==> config.mk <==
export PLATFORM = sky130hd
export DESIGN_NAME = crossbar_write_arbiter
export DESIGN_NICKNAME = d
export VERILOG_FILES = /design/src/rtl/crossbar_write_arbiter.sv
export SDC_FILE = /design/constraint.sdc
export NUM_CORES = 1
export LEC_CHECK = 0
export CAP_MARGIN = 20
export CORE_ASPECT_RATIO = 0.6
export CORE_MARGIN = 5
export CORE_UTILIZATION = 50
export CTS_BUF_LIST = sky130_fd_sc_hd__clkbuf_8 sky130_fd_sc_hd__clkbuf_16
export DETAILED_ROUTE_END_ITERATION = 12
export DONT_BUFFER_PORTS = 1
export SLEW_MARGIN = 5
export SYNTH_ARGS = -nofsm -noshare
export SYNTH_HDL_FRONTEND = slang
export SYNTH_SLANG_ARGS = --single-unit
export TNS_END_PERCENT = 20
==> constraint.sdc <==
create_clock -name clk -period 5.3 [get_ports clk]
set_input_delay 1.06 -clock clk [delete_from_list [all_inputs] [get_ports clk]]
set_output_delay 1.06 -clock clk [all_outputs]
set_load 0.005 [all_outputs]
==> src/rtl/crossbar_write_arbiter.sv <==
// Per-bank-group round-robin write scheduler for the LSU-to-BG crossbar.
// It back-pressures losing LSUs, honours BG stall, registers collision-free writes, and counts conflict cycles.
module crossbar_write_arbiter #(
  parameter int N_LSU  = 4,
  parameter int N_BG   = 4,
  parameter int W_DATA = 32,
  parameter int W_SEL  = 3
) (
  input  logic                                clk,
  input  logic                                rst_n,
  input  logic [N_LSU*(W_SEL+1+W_DATA)-1:0]   lsu_req_i,
  output logic [N_LSU-1:0]                    lsu_ready_o,
  input  logic [N_BG-1:0]                     bg_stall_i,
  output logic [N_BG*(1+W_DATA)-1:0]          bg_w_o,
  output logic [15:0]                         conflict_cnt_o,
  output logic                                sel_err_o
);

  localparam int W_Q   = W_SEL + 1 + W_DATA;
  localparam int W_BG  = 1 + W_DATA;
  localparam int PTR_W = (N_LSU > 1) ? $clog2(N_LSU) : 1;

  logic [N_LSU-1:0][W_Q-1:0]    req;
  logic [N_LSU-1:0][W_SEL-1:0]  sel;
  logic [N_LSU-1:0]             wen;
  logic [N_LSU-1:0][W_DATA-1:0] data;
  logic [N_LSU-1:0]             sel_ok;
  logic [N_LSU-1:0]             sel_bad;

  logic [N_BG-1:0][N_LSU-1:0]   cand;
  logic [N_BG-1:0]              gnt_valid;
  logic [N_BG-1:0][PTR_W-1:0]   gnt_idx;
  logic [N_LSU-1:0]             lsu_gnt;
  logic                         conflict;

  logic [N_BG-1:0][W_BG-1:0]    bg_w_d,         bg_w_q;
  logic [N_BG-1:0][PTR_W-1:0]   rr_ptr_d,       rr_ptr_q;
  logic [15:0]                  conflict_cnt_d, conflict_cnt_q;
  logic                         sel_err_d,      sel_err_q;

  assign req = lsu_req_i;

  // NOTE: every variable gets a default at the top of always_comb so no path leaves it unassigned (no latch).
  always_comb begin
    sel     = '0;
    wen     = '0;
    data    = '0;
    sel_ok  = '0;
    sel_bad = '0;
    for (int i = 0; i < N_LSU; i++) begin
      sel[i]     = req[i][W_Q-1 -: W_SEL];
      wen[i]     = req[i][W_DATA];
      data[i]    = req[i][W_DATA-1:0];
      sel_ok[i]  = wen[i] && (int'(sel[i]) < N_BG);
      sel_bad[i] = wen[i] && !(int'(sel[i]) < N_BG);
    end
  end

  // Scan candidates starting at each BG's pointer; a stalled BG grants nobody.
  always_comb begin
    logic [PTR_W-1:0] scan_idx;
    scan_idx  = '0;
    cand      = '0;
    gnt_valid = '0;
    gnt_idx   = '0;
    lsu_gnt   = '0;
    for (int b = 0; b < N_BG; b++) begin
      for (int i = 0; i < N_LSU; i++) begin
        cand[b][i] = sel_ok[i] && (sel[i] == W_SEL'(b));
      end
      if (!bg_stall_i[b]) begin
        for (int k = 0; k < N_LSU; k++) begin
          scan_idx = PTR_W'((int'(rr_ptr_q[b]) + k) % N_LSU);
          if (!gnt_valid[b] && cand[b][scan_idx]) begin
            gnt_valid[b] = 1'b1;
            gnt_idx[b]   = scan_idx;
          end
        end
      end
      if (gnt_valid[b]) begin
        lsu_gnt[gnt_idx[b]] = 1'b1;
      end
    end
  end

  assign lsu_ready_o = ~wen | sel_bad | lsu_gnt;
  assign conflict    = |(sel_ok & ~lsu_ready_o);

  always_comb begin
    bg_w_d         = bg_w_q;
    rr_ptr_d       = rr_ptr_q;
    conflict_cnt_d = conflict_cnt_q;
    sel_err_d      = sel_err_q | (|sel_bad);
    for (int b = 0; b < N_BG; b++) begin
      if (!bg_stall_i[b]) begin
        if (gnt_valid[b]) begin
          bg_w_d[b]   = {1'b1, data[gnt_idx[b]]};
          rr_ptr_d[b] = (gnt_idx[b] == PTR_W'(N_LSU - 1)) ? '0 : gnt_idx[b] + PTR_W'(1);
        end else begin
          bg_w_d[b]   = '0;
        end
      end
    end
    if (conflict && (conflict_cnt_q != 16'hFFFF)) begin
      conflict_cnt_d = conflict_cnt_q + 16'd1;
    end
  end

  // NOTE: sequential state uses non-blocking assignments so all flops update from pre-edge values.
  always_ff @(posedge clk or negedge rst_n) begin
    if (!rst_n) begin
      bg_w_q         <= '0;
      rr_ptr_q       <= '0;
      conflict_cnt_q <= '0;
      sel_err_q      <= 1'b0;
    end else begin
      bg_w_q         <= bg_w_d;
      rr_ptr_q       <= rr_ptr_d;
      conflict_cnt_q <= conflict_cnt_d;
      sel_err_q      <= sel_err_d;
    end
  end

  assign bg_w_o         = bg_w_q;
  assign conflict_cnt_o = conflict_cnt_q;
  assign sel_err_o      = sel_err_q;

endmodule

==> results of run 1 <==
cells in the final DEF, fill, tap and decap left out, types with 2 or more instances in the layout:
cell type     n
nor4bb_1      2
dfrtp_1     157
a31oi_1      35
nand3_1      41
o21ai_1       3
nand4bb_1     8
ha_1         17
nor3b_1       2
o221ai_1     66
clkinv_2      4
nor2_1       16
nand4_1       6
clkinvlp_4    2
xnor2_1      12
inv_1        15
nor3_1       39
mux2_2        9
and3_1        3
clkbuf_8      4
a22o_1        4
buf_4        25
o221ai_2     31
and4bb_2      4
mux2i_1     225
o21ai_0       5
nor4b_1       5
nand2_1     152
a211o_1       7
nor2b_1       2
a21oi_1      12
a41oi_2       2
o211ai_1     34
nand4b_1      4
a22oi_1       2
clkbuf_16    17
kinds of logic (layout without fill, tap and decap cells):
group | Yosys count | count (layout) | share of synthesized area [%]
simple gates | 302 | 302 | 14.3
mux | 234 | 234 | 22.1
compound gates | 219 | 219 | 18.3
flops | 157 | 157 | 36.9
buf+inv | 101 | 69 | 5.49
fa+ha+maj | 17 | 17 | 2.00
xor+xnor | 13 | 13 | 1.07
worst paths after layout:
kind | to | slack [ns] | depth (start not counted)
max | lsu_ready_o[0] | 0.75 | 8
min | bg_w_o[26]$_DFFE_PN0N_ | 0.31 | 0
max reg2reg | conflict_cnt_o[12]$_DFFE_PN0P_ | 2.08 | 11
min reg2reg | sel_err_o$_DFF_PN0_ | 0.51 | 2
max in group asynchronous | bg_w_o[71]$_DFFE_PN0N_ | 4.64 | 0
min in group clk | sel_err_o$_DFF_PN0_ | 0.51 | 2
state kept, by name (all words and copies together), names as in the netlist:
name	flops
rr_ptr_q	8
sel_err_o	1
bg_w_o	132
conflict_cnt_o	16
metrics by stage:
stage	setup WS, ns	total power (W)	cells	area, um2	util [%]
2_1_floorplan	0.957	0.00222	1043	10700	-
3_3_place_gp	0.872	0.00242	1261	10700	51.1
3_5_place_dp	0.777	0.00242	1261	10700	51.1
4_1_cts	0.777	0.00362	1290	11300	53.7
5_1_grt	0.591	0.00378	1290	11300	53.7
6_report	0.752	0.00361	1290	11300	53.7
worst max-delay path, stage by stage:
cell and delay (ns):
nand4bb_1 0.38, a41oi_4 0.46, o21a_1 0.19, and2_2 0.49
inv_2 0.10, ha_1 0.22, a211o_1 0.26, a211o_1 0.32
metal layers:
| layer | GRT usage, % | vias up | routed length, um |
|---|---|---|---|
| met5 | 0 | - | 0 |
| met4 | 7.86 | 0 | 634 |
| met3 | 12.3 | 43 | 4840 |
| met2 | 45.1 | 508 | 16400 |
| met1 | 43.1 | 4426 | 16000 |
| li1 | - | 3919 | - |
power by group through the flow:
stage                     Combinational [W]  Sequential, W  Clock (W)
after floorplan                    0.000682        0.00154          0
after global placement             0.000782        0.00163          0
after detailed placement           0.000793        0.00163          0
after CTS                          0.000795        0.00161    0.00121
after global routing               0.000873        0.00164    0.00127
final                              0.000800        0.00161    0.00120
cell type report:
cell class	count	share of cell area [%]
inverters	15	0.500
flip-flops and latches	157	34.9
multi-input cells	785	55.0
clock inverters	8	0.611
well taps	279	3.10
repair buffers	25	1.67
clock buffers	21	4.27
==> run metrics, run 1 <==
GRT Total Usage=30.9%; Multi-input gate area=6190 um2; Clock power frac=33.1%; worst hold slack=0.315 ns; max cap viols=0; # resized after CTS=0; Iteration-0 DRC Markers=747; crit path capture type=primary output; Reg-to-Reg Start=rr_ptr_q[3]$_DFFE_PN0P_; layout cell share with drive strength beyond 1=11.8%; status=finished clean; number of enable flip-flop cells after synthesis=0; Die Height=123 um; asr flop ratio synth=100%; number of synthesized register bits=157; WL/cell=29.4 um; Syn Area/Cell=10.2 um2; Req. time, crit path=4.24 ns; DRC viols=0; Worst setup SP type=input pin; clock-pin slew on the worst setup and hold paths=0.07 ns; Diodes inserted=0; Critical Path AT=3.49 ns; via/cell ratio=6.90; Yosys cell types=74; total number of yosys warnings=0; most instantiated library cell after synthesis=mux2i_1; Final setup viols=0; Synth top cells by count=225 x mux2i_1, 157 x dfrtp_1, 152 x nand2_1; Initial Util=50.8%; core footprint=21,000 um2; Area Overhead vs Synth=5.63%; global-route wire length before repair=57.6 mm; cts hold-fix bufs=0; Post-Syn Area=10,700 um2; sw power=0.00119 W; Synth area leaders=dfrtp_1 37%, mux2i_1 21%, o221ai_1 5.4%; grt total ovfl=0; total area of sequential cells=3930 um2; Slew @ Worst Pin=1.06 ns; area of the die=24,400 um2; cts bufs inserted=17; Max Slew Vio Count=0; CTS tree=yes; final hold violations=0; largest net degree at the start of global routing=158; Top FF cell, synth=dfrtp_1; input/output buffers=0; hpwl dp=24.7 mm; Skew-Pair Late Insertion Delay=0.44 ns; Yosys top cell by area=dfrtp_1; Peak VDD IR=0.000225 V; minimum clock period=4.55 ns; Final GP Congestion=0.862; worst rel slew slack=29.4%; Net Sw Frac=32.9%; RSZ-0062 raised after global routing=no; post-route clock skew=0.00807 ns; post-route ant nets=0; final net count=1,168; initial antenna violation count=0; total number of vias=8,896; Root Driver=clkbuf_16; Max Fclk=220 MHz; post-synthesis instance total=1,043; sequential power share=44.7%; Synth Net Count=1,210; combinational power share=22.2%; worst hold path class=input pin to asynchronous set/reset pin; CP startpoint=lsu_req_i[70]; Die Wd=199 um; setup TNS=0 ns; final critical-path share of the clock period=85.8%; filler cell count=1,871; Post-Route WL=37.9 mm; Leak=4.14 nW; total I/O pin count=303; Yosys top cell area share=36.9%; CP Max Fanout=21; clk sink count=157; Internal=0.00242 W; TritonRoute pass-1 iters=5; # H-tree levels=4; # rows=41; vias in the first global route=8,846; crit path kind=input pin to primary output; sequential share of the synthesized area=36.9%; Pwr per Cell Area=320 nW/um2; Clock Path Buffers=2; postcts setup bufs=0
(Power assumes the default switching activity.)
==> run 2, diff against run 1 <==
--- a/config.mk
+++ b/config.mk
@@ -6,12 +6,15 @@
 export NUM_CORES = 1
 export LEC_CHECK = 0
 export CAP_MARGIN = 20
+export CELL_PAD_IN_SITES_DETAIL_PLACEMENT = 0
+export CELL_PAD_IN_SITES_GLOBAL_PLACEMENT = 1
 export CORE_ASPECT_RATIO = 0.6
 export CORE_MARGIN = 5
-export CORE_UTILIZATION = 50
+export CORE_UTILIZATION = 49
 export CTS_BUF_LIST = sky130_fd_sc_hd__clkbuf_8 sky130_fd_sc_hd__clkbuf_16
 export DETAILED_ROUTE_END_ITERATION = 12
 export DONT_BUFFER_PORTS = 1
+export PLACE_DENSITY_LB_ADDON = 0.1
 export SLEW_MARGIN = 5
 export SYNTH_ARGS = -nofsm -noshare
 export SYNTH_HDL_FRONTEND = slang
==> constraint.sdc (replaced) <==
create_clock -name clk -period 5.3 [get_ports clk]
set_input_delay 1.06 -clock clk [delete_from_list [all_inputs] [get_ports clk]]
set_output_delay 1.06 -clock clk [all_outputs]
set_load 0.1 [all_outputs]
==> run 2 against run 1 <==
- highest routed layer unchanged
- utilization down 0.065 points
- via count is 0.26% lower
- combinational power rose by 3.6%
- register-to-register slack worse by 0.33 ns
- fmax is 0.89% lower
- worst hold slack improved by 0.0051 ns
- sequential power rose by 73%
- design area is 0.86% higher
- cell count is 0.23% higher
- routed wire length rose by 0.79%
- non-clock buffer count rose by 2
- die area is 1.9% higher
==> run metrics, run 2 (synthesized netlist as in run 1, its figures left out) <==
status=finished clean (unchanged); cts hold-fix bufs=0 (unchanged); Final GP Congestion=0.834 (was 0.862); Peak VDD IR=0.000232 V (was 0.000225 V); grt peak-use layer=met2 (unchanged); Internal=0.00243 W (was 0.00242 W); Initial Util=50.3% (was 50.8%); max cap viols=0 (unchanged); Clock Path Buffers=2 (unchanged); # resized after CTS=0 (unchanged); reg2reg path depth=12 (was 11); clk sink count=157 (unchanged); crit path capture type=primary output (unchanged); Max Fclk=218 MHz (was 220 MHz); Area after DPL=10,800 um2 (was 10,700 um2); CP Max Fanout=17 (was 21); sw power=0.00240 W (was 0.00119 W); initial antenna violation count=0 (unchanged); global-route wire length before repair=58.3 mm (was 57.6 mm); met2 usage=43.6% (was 45.1%); post-route clock skew=0.00858 ns (was 0.00807 ns); Post-Route WL=38.2 mm (was 37.9 mm); worst rel slew slack=29.2% (was 29.4%); crit path kind=input pin to primary output (unchanged); total I/O pin count=303 (unchanged); Area Overhead vs Synth=6.54% (was 5.63%); hpwl dp=25.1 mm (was 24.7 mm); WL/cell=29.6 um (was 29.4 um); Multi-input gate area=6190 um2 (about the same); total number of vias=8,873 (was 8,896); Skew-Pair Late Insertion Delay=0.43 ns (was 0.44 ns); final hold violations=0 (unchanged); final net count=1,170 (was 1,168); final critical-path share of the clock period=86.6% (was 85.8%); most frequent cells in the layout=225 x mux2i_1, 157 x dfrtp_1, 151 x nand2_1, 66 x o221ai_1, 41 x nand3_1 (was 225 x mux2i_1, 157 x dfrtp_1, 152 x nand2_1, 66 x o221ai_1, 41 x nand3_1); Die Height=124 um (was 123 um); CTS tree=yes (unchanged); clock-pin slew on the worst setup and hold paths=0.06 ns (was 0.07 ns); Net Sw Frac=49.8% (was 32.9%); Pwr per Cell Area=425 nW/um2 (was 320 nW/um2); core footprint=21,200 um2 (was 21,000 um2); setup TNS=0 ns (unchanged); Iteration-0 DRC Markers=797 (was 747); Worst setup SP type=input pin (unchanged); grt met1 use=42.0% (was 43.1%); via/cell ratio=6.86 (was 6.90); RSZ-0062 raised after global routing=no (unchanged); # rows=41 (unchanged); Final setup viols=0 (unchanged); post-route ant nets=0 (unchanged); Diodes inserted=0 (unchanged); combinational power share=17.2% (was 22.2%); area of the die=24,900 um2 (was 24,400 um2); # H-tree levels=4 (unchanged); sequential power share=57.7% (was 44.7%); Die Wd=200 um (was 199 um); Leak=4.19 nW (was 4.14 nW); Clock power frac=25.1% (was 33.1%); GRT Total Usage=29.7% (was 30.9%); most common cell after layout, fill and taps aside=mux2i_1 (unchanged); M3 GR Usage=10.6% (was 12.3%); DRC viols=0 (unchanged); TritonRoute pass-1 iters=5 (unchanged); largest net degree at the start of global routing=158 (unchanged); final instance area=11,400 um2 (was 11,300 um2); vias in the first global route=8,836 (was 8,846); input/output buffers=0 (unchanged); total area of sequential cells=3930 um2 (unchanged); Root Driver=clkbuf_16 (unchanged); max FFs per register=132 (unchanged); Max Slew Vio Count=0 (unchanged); cts bufs inserted=17 (unchanged); Req. time, crit path=4.24 ns (about the same); grt total ovfl=0 (unchanged); worst hold path class=input pin to asynchronous set/reset pin (unchanged); Design Power=0.00483 W (was 0.00361 W); filler cell count=1,926 (was 1,871); Slew @ Worst Pin=1.06 ns (about the same); layout cell share with drive strength beyond 1=12.0% (was 11.8%); minimum clock period=4.59 ns (was 4.55 ns); Critical Path AT=3.53 ns (was 3.49 ns); postcts setup bufs=0 (unchanged)
-- run 2: changes by cell type in the layout (fill, tap and decap cells not counted), moves of 2 or more --
cell | previous run | this run
buf_12 | 0 | 4
inv_1 | 15 | 17
clkbuf_8 | 4 | 2
buf_4 | 25 | 22
-- run 2: power groups by stage --
stage / combinational, W / sequential, W / clock, W
3_3_place_gp: 0.000805 / 0.00281 / 0
3_5_place_dp: 0.000814 / 0.00281 / 0
4_1_cts: 0.000817 / 0.00279 / 0.00123
6_report: 0.000829 / 0.00279 / 0.00121
5_1_grt: 0.000894 / 0.00281 / 0.00128
2_1_floorplan: 0.000697 / 0.00272 / 0
-- run 2: final timing paths --
kind                                          from                       endpoint  slack (ns)
min in group clk           rr_ptr_q[4]$_DFFE_PN0P_        rr_ptr_q[4]$_DFFE_PN0P_        0.62
max in group asynchronous                    rst_n  conflict_cnt_o[4]$_DFFE_PN0P_        4.67
min                                          rst_n        bg_w_o[125]$_DFFE_PN0N_        0.32
max reg2reg                rr_ptr_q[3]$_DFFE_PN0P_  conflict_cnt_o[3]$_DFFE_PN0P_        1.75
max                                  lsu_req_i[70]                 lsu_ready_o[3]        0.71
min reg2reg                rr_ptr_q[4]$_DFFE_PN0P_        rr_ptr_q[4]$_DFFE_PN0P_        0.62
-- run 2: cell type report --
type | count | area share (%)
Multi-Input combinational cell | 785 | 54.5
Inverter | 15 | 0.496
Timing Repair Buffer | 27 | 2.40
Sequential cell | 157 | 34.6
Clock inverter | 11 | 0.914
Clock buffer | 19 | 3.99
Tap cell | 279 | 3.07
-- run 2: per-stage QoR --
step	hold WS [ns]	instances	setup WS (ns)	util [%]
3_5_place_dp	0.593	1262	0.666	50.9
6_report	0.320	1293	0.712	53.6
4_1_cts	0.301	1292	0.733	53.5
2_1_floorplan	0.516	1043	0.573	-
5_1_grt	0.297	1293	0.629	53.6
3_3_place_gp	0.577	1262	0.697	50.9
-- run 2: critical path, cell delays in order --
cell       delay [ns]
nand4bb_1        0.40
nor4b_1          0.40
a31o_1           0.15
a21o_1           0.17
nor2_4           0.04
buf_4            0.24
ha_1             0.22
a211o_1          0.29
a211o_1          0.35
buf_12           0.19
-- run 2: layer usage --
layer | vias to the layer above | part of all wire, %
met5 | - | 0
met4 | 0 | 1.7
met3 | 44 | 10
met2 | 436 | 42
met1 | 4465 | 45
li1 | 3928 | -
==> run 3, diff against run 2 <==
--- a/config.mk
+++ b/config.mk
@@ -8,7 +8,7 @@
 export CAP_MARGIN = 20
 export CELL_PAD_IN_SITES_DETAIL_PLACEMENT = 0
 export CELL_PAD_IN_SITES_GLOBAL_PLACEMENT = 1
-export CORE_ASPECT_RATIO = 0.6
+export CORE_ASPECT_RATIO = 0.75
 export CORE_MARGIN = 5
 export CORE_UTILIZATION = 49
 export CTS_BUF_LIST = sky130_fd_sc_hd__clkbuf_8 sky130_fd_sc_hd__clkbuf_16
==> run 3 against run 2 <==
- largest cell class unchanged
- critical endpoint is now lsu_ready_o[2]
- register-to-register slack worse by 0.28 ns
- worst hold slack hardly changed
- sequential share of layout area is 0.13 points higher
- critical path depth is 1 lower
- sequential cell count stayed put
- global-route usage is 0.57 points lower
- fmax is 3.2% lower
- count of clock-buffer cells in the layout is 2 lower
- via count hardly changed
- highest routed layer unchanged
- non-clock buffer count is 3 lower
- critical path type unchanged
- design area is 0.39% lower
- routed wire length is 2.6% lower
==> run metrics, run 3 (synthesized netlist as in run 1, its figures left out) <==
postcts setup bufs=0 (unchanged); Post-Route WL=37.2 mm (was 38.2 mm); worst rel slew slack=30.5% (was 29.2%); crit path capture type=primary output (unchanged); Die Wd=180 um (was 200 um); global-route wire length before repair=56.2 mm (was 58.3 mm); WL/cell=28.7 um (was 29.6 um); CP Cell Sequence=nand4bb_1 > a41oi_4 > o21a_1 > and2_2 > inv_2 > ha_1 > a211o_1 > a211o_1 > buf_4 (was nand4bb_1 > nor4b_1 > a31o_1 > a21o_1 > nor2_4 > buf_4 > ha_1 > a211o_1 > a211o_1 > buf_12); TritonRoute pass-1 iters=5 (unchanged); CP Max Fanout=19 (was 17); Die Height=138 um (was 124 um); most frequent cells in the layout=225 x mux2i_1, 157 x dfrtp_1, 151 x nand2_1, 66 x o221ai_1, 41 x nand3_1 (unchanged); hpwl dp=23.9 mm (was 25.1 mm); vias in the first global route=8,710 (was 8,836); total I/O pin count=303 (unchanged); post-route ant nets=0 (unchanged); Area after DPL=10,800 um2 (about the same); max cap viols=0 (unchanged); max FFs per register=132 (unchanged); Req. time, crit path=4.24 ns (about the same); Slew @ Worst Pin=1.04 ns (was 1.06 ns); Peak VDD IR=0.000213 V (was 0.000232 V); clk sink count=157 (unchanged); Iteration-0 DRC Markers=777 (was 797); setup TNS=0 ns (unchanged); # H-tree levels=4 (unchanged); via/cell ratio=6.82 (was 6.86); Critical Path AT=3.68 ns (was 3.53 ns); status=finished clean (unchanged); cts hold-fix bufs=0 (unchanged); core footprint=21,300 um2 (was 21,200 um2); post-route clock skew=0.0198 ns (was 0.00858 ns); Diodes inserted=0 (unchanged); crit path kind=input pin to primary output (unchanged); final hold violations=0 (unchanged); Slowest cell on crit path=and2_2 (was nand4bb_1); CTS tree=yes (unchanged); Clock Path Buffers=2 (unchanged); CP startpoint=lsu_req_i[70] (unchanged); reg2reg path depth=12 (unchanged); Crit path max-delay family=compound AO/OA/AOI/OAI gates (unchanged); CP bufs+invs=2 (unchanged); Root Driver=clkbuf_16 (unchanged); Final setup viols=0 (unchanged); Initial Util=50.1% (was 50.3%); input/output buffers=0 (unchanged); final net count=1,167 (was 1,170); RSZ-0062 raised after global routing=no (unchanged); Worst setup SP type=input pin (unchanged); cts bufs inserted=17 (unchanged); Reg-to-Reg Start=rr_ptr_q[3]$_DFFE_PN0P_ (unchanged); # resized after CTS=0 (unchanged); largest net degree at the start of global routing=158 (unchanged); initial antenna violation count=0 (unchanged); total number of vias=8,865 (was 8,873); clock-pin slew on the worst setup and hold paths=0.07 ns (was 0.06 ns); final instance area=11,300 um2 (was 11,400 um2); Area Overhead vs Synth=6.13% (was 6.54%); DRC viols=0 (unchanged); Leak=4.14 nW (was 4.19 nW); grt total ovfl=0 (unchanged); most frequent CP cell=a211o_1 (unchanged); layout cell share with drive strength beyond 1=12.0% (about the same); minimum clock period=4.74 ns (was 4.59 ns); most common cell after layout, fill and taps aside=mux2i_1 (unchanged); Skew-Pair Late Insertion Delay=0.44 ns (was 0.43 ns); area of the die=24,800 um2 (was 24,900 um2); Max Fclk=211 MHz (was 218 MHz); GRT Total Usage=29.2% (was 29.7%); # rows=46 (was 41); Multi-input gate area=6190 um2 (about the same); Pwr per Cell Area=426 nW/um2 (was 425 nW/um2); total area of sequential cells=3930 um2 (unchanged); filler cell count=1,913 (was 1,926); Max stage delay on crit path=0.47 ns (was 0.40 ns); worst hold path class=input pin to asynchronous set/reset pin (unchanged); Worst path depth=9 (was 10); final critical-path share of the clock period=89.4% (was 86.6%); Final GP Congestion=0.829 (was 0.834); Max Slew Vio Count=0 (unchanged)
==> run 3: per-stage QoR <==
step | setup slack (ns) | hold WS, ns | power [W] | instances | utilization [%]
4_1_cts | 0.588 | 0.301 | 0.00483 | 1299 | 53.1
3_5_place_dp | 0.574 | 0.583 | 0.00361 | 1269 | 50.5
6_report | 0.561 | 0.319 | 0.00481 | 1299 | 53.1
3_3_place_gp | 0.614 | 0.610 | 0.00360 | 1269 | 50.5
5_1_grt | 0.422 | 0.295 | 0.00498 | 1299 | 53.1
2_1_floorplan | 0.573 | 0.516 | 0.00341 | 1043 | -
==> run 3: power by group <==
part	internal, W	total [W]	switching [W]
logic	0.000360	0.000812	0.000451
clock network	0.000655	0.00122	0.000568
registers	0.00135	0.00278	0.00143
==> run 3: routing by layer <==
| layer | part of all wire (%) | track usage [%] | vias to the layer above |
|---|---|---|---|
| met1 | 42 | 40.4 | 4425 |
| met2 | 44 | 43.8 | 471 |
| li1 | - | - | 3925 |
| met5 | 0 | 0 | - |
| met4 | 1.8 | 7.81 | 0 |
| met3 | 12 | 10.2 | 44 |
==> run 3: path summary, 6_finish.rpt <==
kind	slack [ns]	to
worst min-delay path	0.32	bg_w_o[125]$_DFFE_PN0N_
max in group asynchronous	4.73	bg_w_o[41]$_DFFE_PN0N_
worst min register to register	0.60	rr_ptr_q[4]$_DFFE_PN0P_
worst max register to register	1.47	conflict_cnt_o[3]$_DFFE_PN0P_
min in group clk	0.60	rr_ptr_q[4]$_DFFE_PN0P_
worst max-delay path	0.56	lsu_ready_o[2]
==> run 3: final cells by class <==
cell class / count / area share, %
clock buffer: 17 / 3.76
clock inverter: 13 / 1.17
inverter: 15 / 0.498
multi-input combinational: 785 / 54.7
sequential: 157 / 34.7
tap: 288 / 3.18
timing repair buffer: 24 / 1.92
==> RTL edit (settings of run 3) <==
Make the reset (`rst_n`) synchronous in one clocked block.
--- a/src/rtl/crossbar_write_arbiter.sv
+++ b/src/rtl/crossbar_write_arbiter.sv
@@ -109,3 +109,3 @@
   // NOTE: sequential state uses non-blocking assignments so all flops update from pre-edge values.
-  always_ff @(posedge clk or negedge rst_n) begin
+  always_ff @(posedge clk) begin
     if (!rst_n) begin
Check against the original RTL: not settled (the Yosys comparison gave no result); the edit may change what the design does.
==> RTL edit against run 3 <==
Global-route usage is 2.0 points higher. Combinational power down 30%. Total power is 33% lower. Sequential share of layout area fell by 6.4 points. Design area decreased by 2.1%. Synthesized cell count increased by 13%. Synthesized area down 4.1%. Critical path type unchanged. Sequential cell count is the same. Via count is 6.9% higher. Critical endpoint is now lsu_ready_o[1]. Maximum frequency increased by 1.0%. Sequential power shrank 46%. Largest power group unchanged. Clock power shrank 4%. Setup slack improved by 0.049 ns. Routed wire length increased by 5.0%.
==> RTL edit: results (changes against run 3) <==
Status - finished, final reports clean (unchanged)
DRT Wirelength - 39100 µm (was 37200 µm)
Post-CTS setup buffers - 0 (unchanged)
Vias in the first global route - 8981 (was 8710)
Placed Cells - 1402 (was 1269)
Syn Nets - 1345 (was 1210)
Library cells used by synthesis - 62 (was 74)
Hold slack - 0.579 ns (was 0.319 ns)
Clock Tree Root - clkbuf_16 (unchanged)
Cells on worst reg2reg path - 12 (unchanged)
Clock buffer depth - 2 (unchanged)
Family with the most delay on the worst path - simple AND/OR/NAND/NOR gates (was compound AO/OA/AOI/OAI gates)
Layout cells sized above 1 - 9.82% (was 12.0%)
Peak supply drop - 0.000162 V (was 0.000213 V)
ANT cells - 0 (unchanged)
Main synth FF type - dfxtp_1 (was dfrtp_1)
Combinational power share - 17.6% (was 16.9%)
Worst r2r src - rr_ptr_q[5] (was rr_ptr_q[3])
Leakage power - 4.52 nW (was 4.14 nW)
Top cells by area, synth - dfxtp_1 31%, mux2i_1 23%, a32o_1 13% (was dfrtp_1 37%, mux2i_1 21%, o221ai_1 5.4%)
Reg2reg end - conflict_cnt_o[4] (was conflict_cnt_o[3])
Clock Latency Late Sink - 0.43 ns
Pre-antenna DRT Iters - 5 (unchanged)
Routed wire length per instance - 27.3 µm (was 28.7 µm)
Commonest cells in the synthesized netlist - 309 x nand2_1, 236 x mux2i_1, 157 x dfxtp_1, 130 x a32o_1, 58 x clkbuf_1 (was 225 x mux2i_1, 157 x dfrtp_1, 152 x nand2_1, 66 x o221ai_1, 42 x nand3_1)
GP Congestion - 0.918 (was 0.829)
Max FO, Critical Path - 19 (unchanged)
DRT iter0 DRCs - 747 (was 777)
WHS Endpoint - rr_ptr_q[1]
Synth warnings - 0 (unchanged)
Clock power share - 35.9% (was 25.4%)
CP max stage delay - 0.67 ns (was 0.47 ns)
GRT Total Usage - 31.2% (was 29.2%)
Post-synthesis sequential area ratio - 30.8% (was 36.9%)
CTS H-tree lvls - 4 (unchanged)
CP startpoint - lsu_req_i[107] (was lsu_req_i[70])
Syn Area/Cell - 8.68 µm² (was 10.2 µm²)
Rel. slew slack - 22.3% (was 30.5%)
Overflow after GRT - 0 (unchanged)
IO Port Bufs - 0 (unchanged)
Dpl hpwl - 25700 µm (was 23900 µm)
Num CTS Buffers - 17 (unchanged)
Resized cells post-CTS - 0 (unchanged)
Final #Nets - 1306 (was 1167)
Max reg flops - 132 (unchanged)
Critical path's slowest cell - or4b_1 (was and2_2)
Hold Path Class - flip-flop to flip-flop (was primary input to async pin)
First-pass GRT wire length - 57500 µm (was 56200 µm)
Placement Cell Area - 0.0105 mm² (was 0.0108 mm²)
Worst reg2reg setup slack - 1.83 ns (was 1.47 ns)
Pre-CTS setup slack - 0.691 ns (was 0.574 ns)
Via count - 9475 (was 8865)
Final clock skew - 0.0123 ns (was 0.0198 ns)
Internal power - 2.05 mW (was 2.37 mW)
Psw - 1.20 mW (was 2.45 mW)
Largest net degree at the start of global routing - 36 (was 158)
Async set-or-reset flop fraction in the synthesized netlist - 0% (was 100%)
Initial antenna violation count - 0 (unchanged)
HP Start - rr_ptr_q[1]
==> RTL edit: changes by cell type after synthesis, moves of 25 or more <==
cell / change
a31oi_1: -35
a32o_1: +130
clkbuf_1: +25
dfrtp_1: -157
dfxtp_1: +157
nand2_1: +157
nor3_1: -33
o211ai_1: -34
o221ai_1: -66
o221ai_2: -31
==> RTL edit: worst max path at each step <==
stage | endpoint | slack [ns] | cells after the start
2_1_floorplan | conflict_cnt_o[15] | -0.14 | 14
3_3_place_gp | lsu_ready_o[2] | 0.72 | 10
3_5_place_dp | lsu_ready_o[1] | 0.69 | 10
4_1_cts | lsu_ready_o[1] | 0.68 | 10
5_1_grt | lsu_ready_o[1] | 0.44 | 10
6_report | lsu_ready_o[1] | 0.61 | 10
==> RTL edit: layout make-up <==
class                           count  area (µm²)
Fill cell                        1948        9300
Multi-Input combinational cell    902        6670
Sequential cell                   157        3140
Clock buffer                       17         425
Tap cell                          282         353
Timing Repair Buffer               39         293
Clock inverter                     14         113
Inverter                           22        82.6
==> RTL edit: kinds of logic (layout without fill, tap and decap cells) <==
| family | Yosys count | count (layout) | synth area share (%) |
|---|---|---|---|
| flip-flops | 157 | 157 | 30.8 |
| adder cells (fa/ha/maj) | 17 | 17 | 2.08 |
| buffers and inverters | 119 | 92 | 5.47 |
| AND/OR/NAND/NOR | 452 | 452 | 20.4 |
| multiplexers | 236 | 236 | 23.1 |
| AO/OA/AOI/OAI | 197 | 197 | 18.2 |
==> RTL edit: metal layers <==
layer | up-vias | GRT usage [%] | part of all wire [%]
met2 | 485 | 49.5 | 45
met1 | 4634 | 40.0 | 42
met5 | - | 0 | 0
met3 | 68 | 11.4 | 11
met4 | 0 | 9.02 | 2.5
li1 | 4288 | - | -
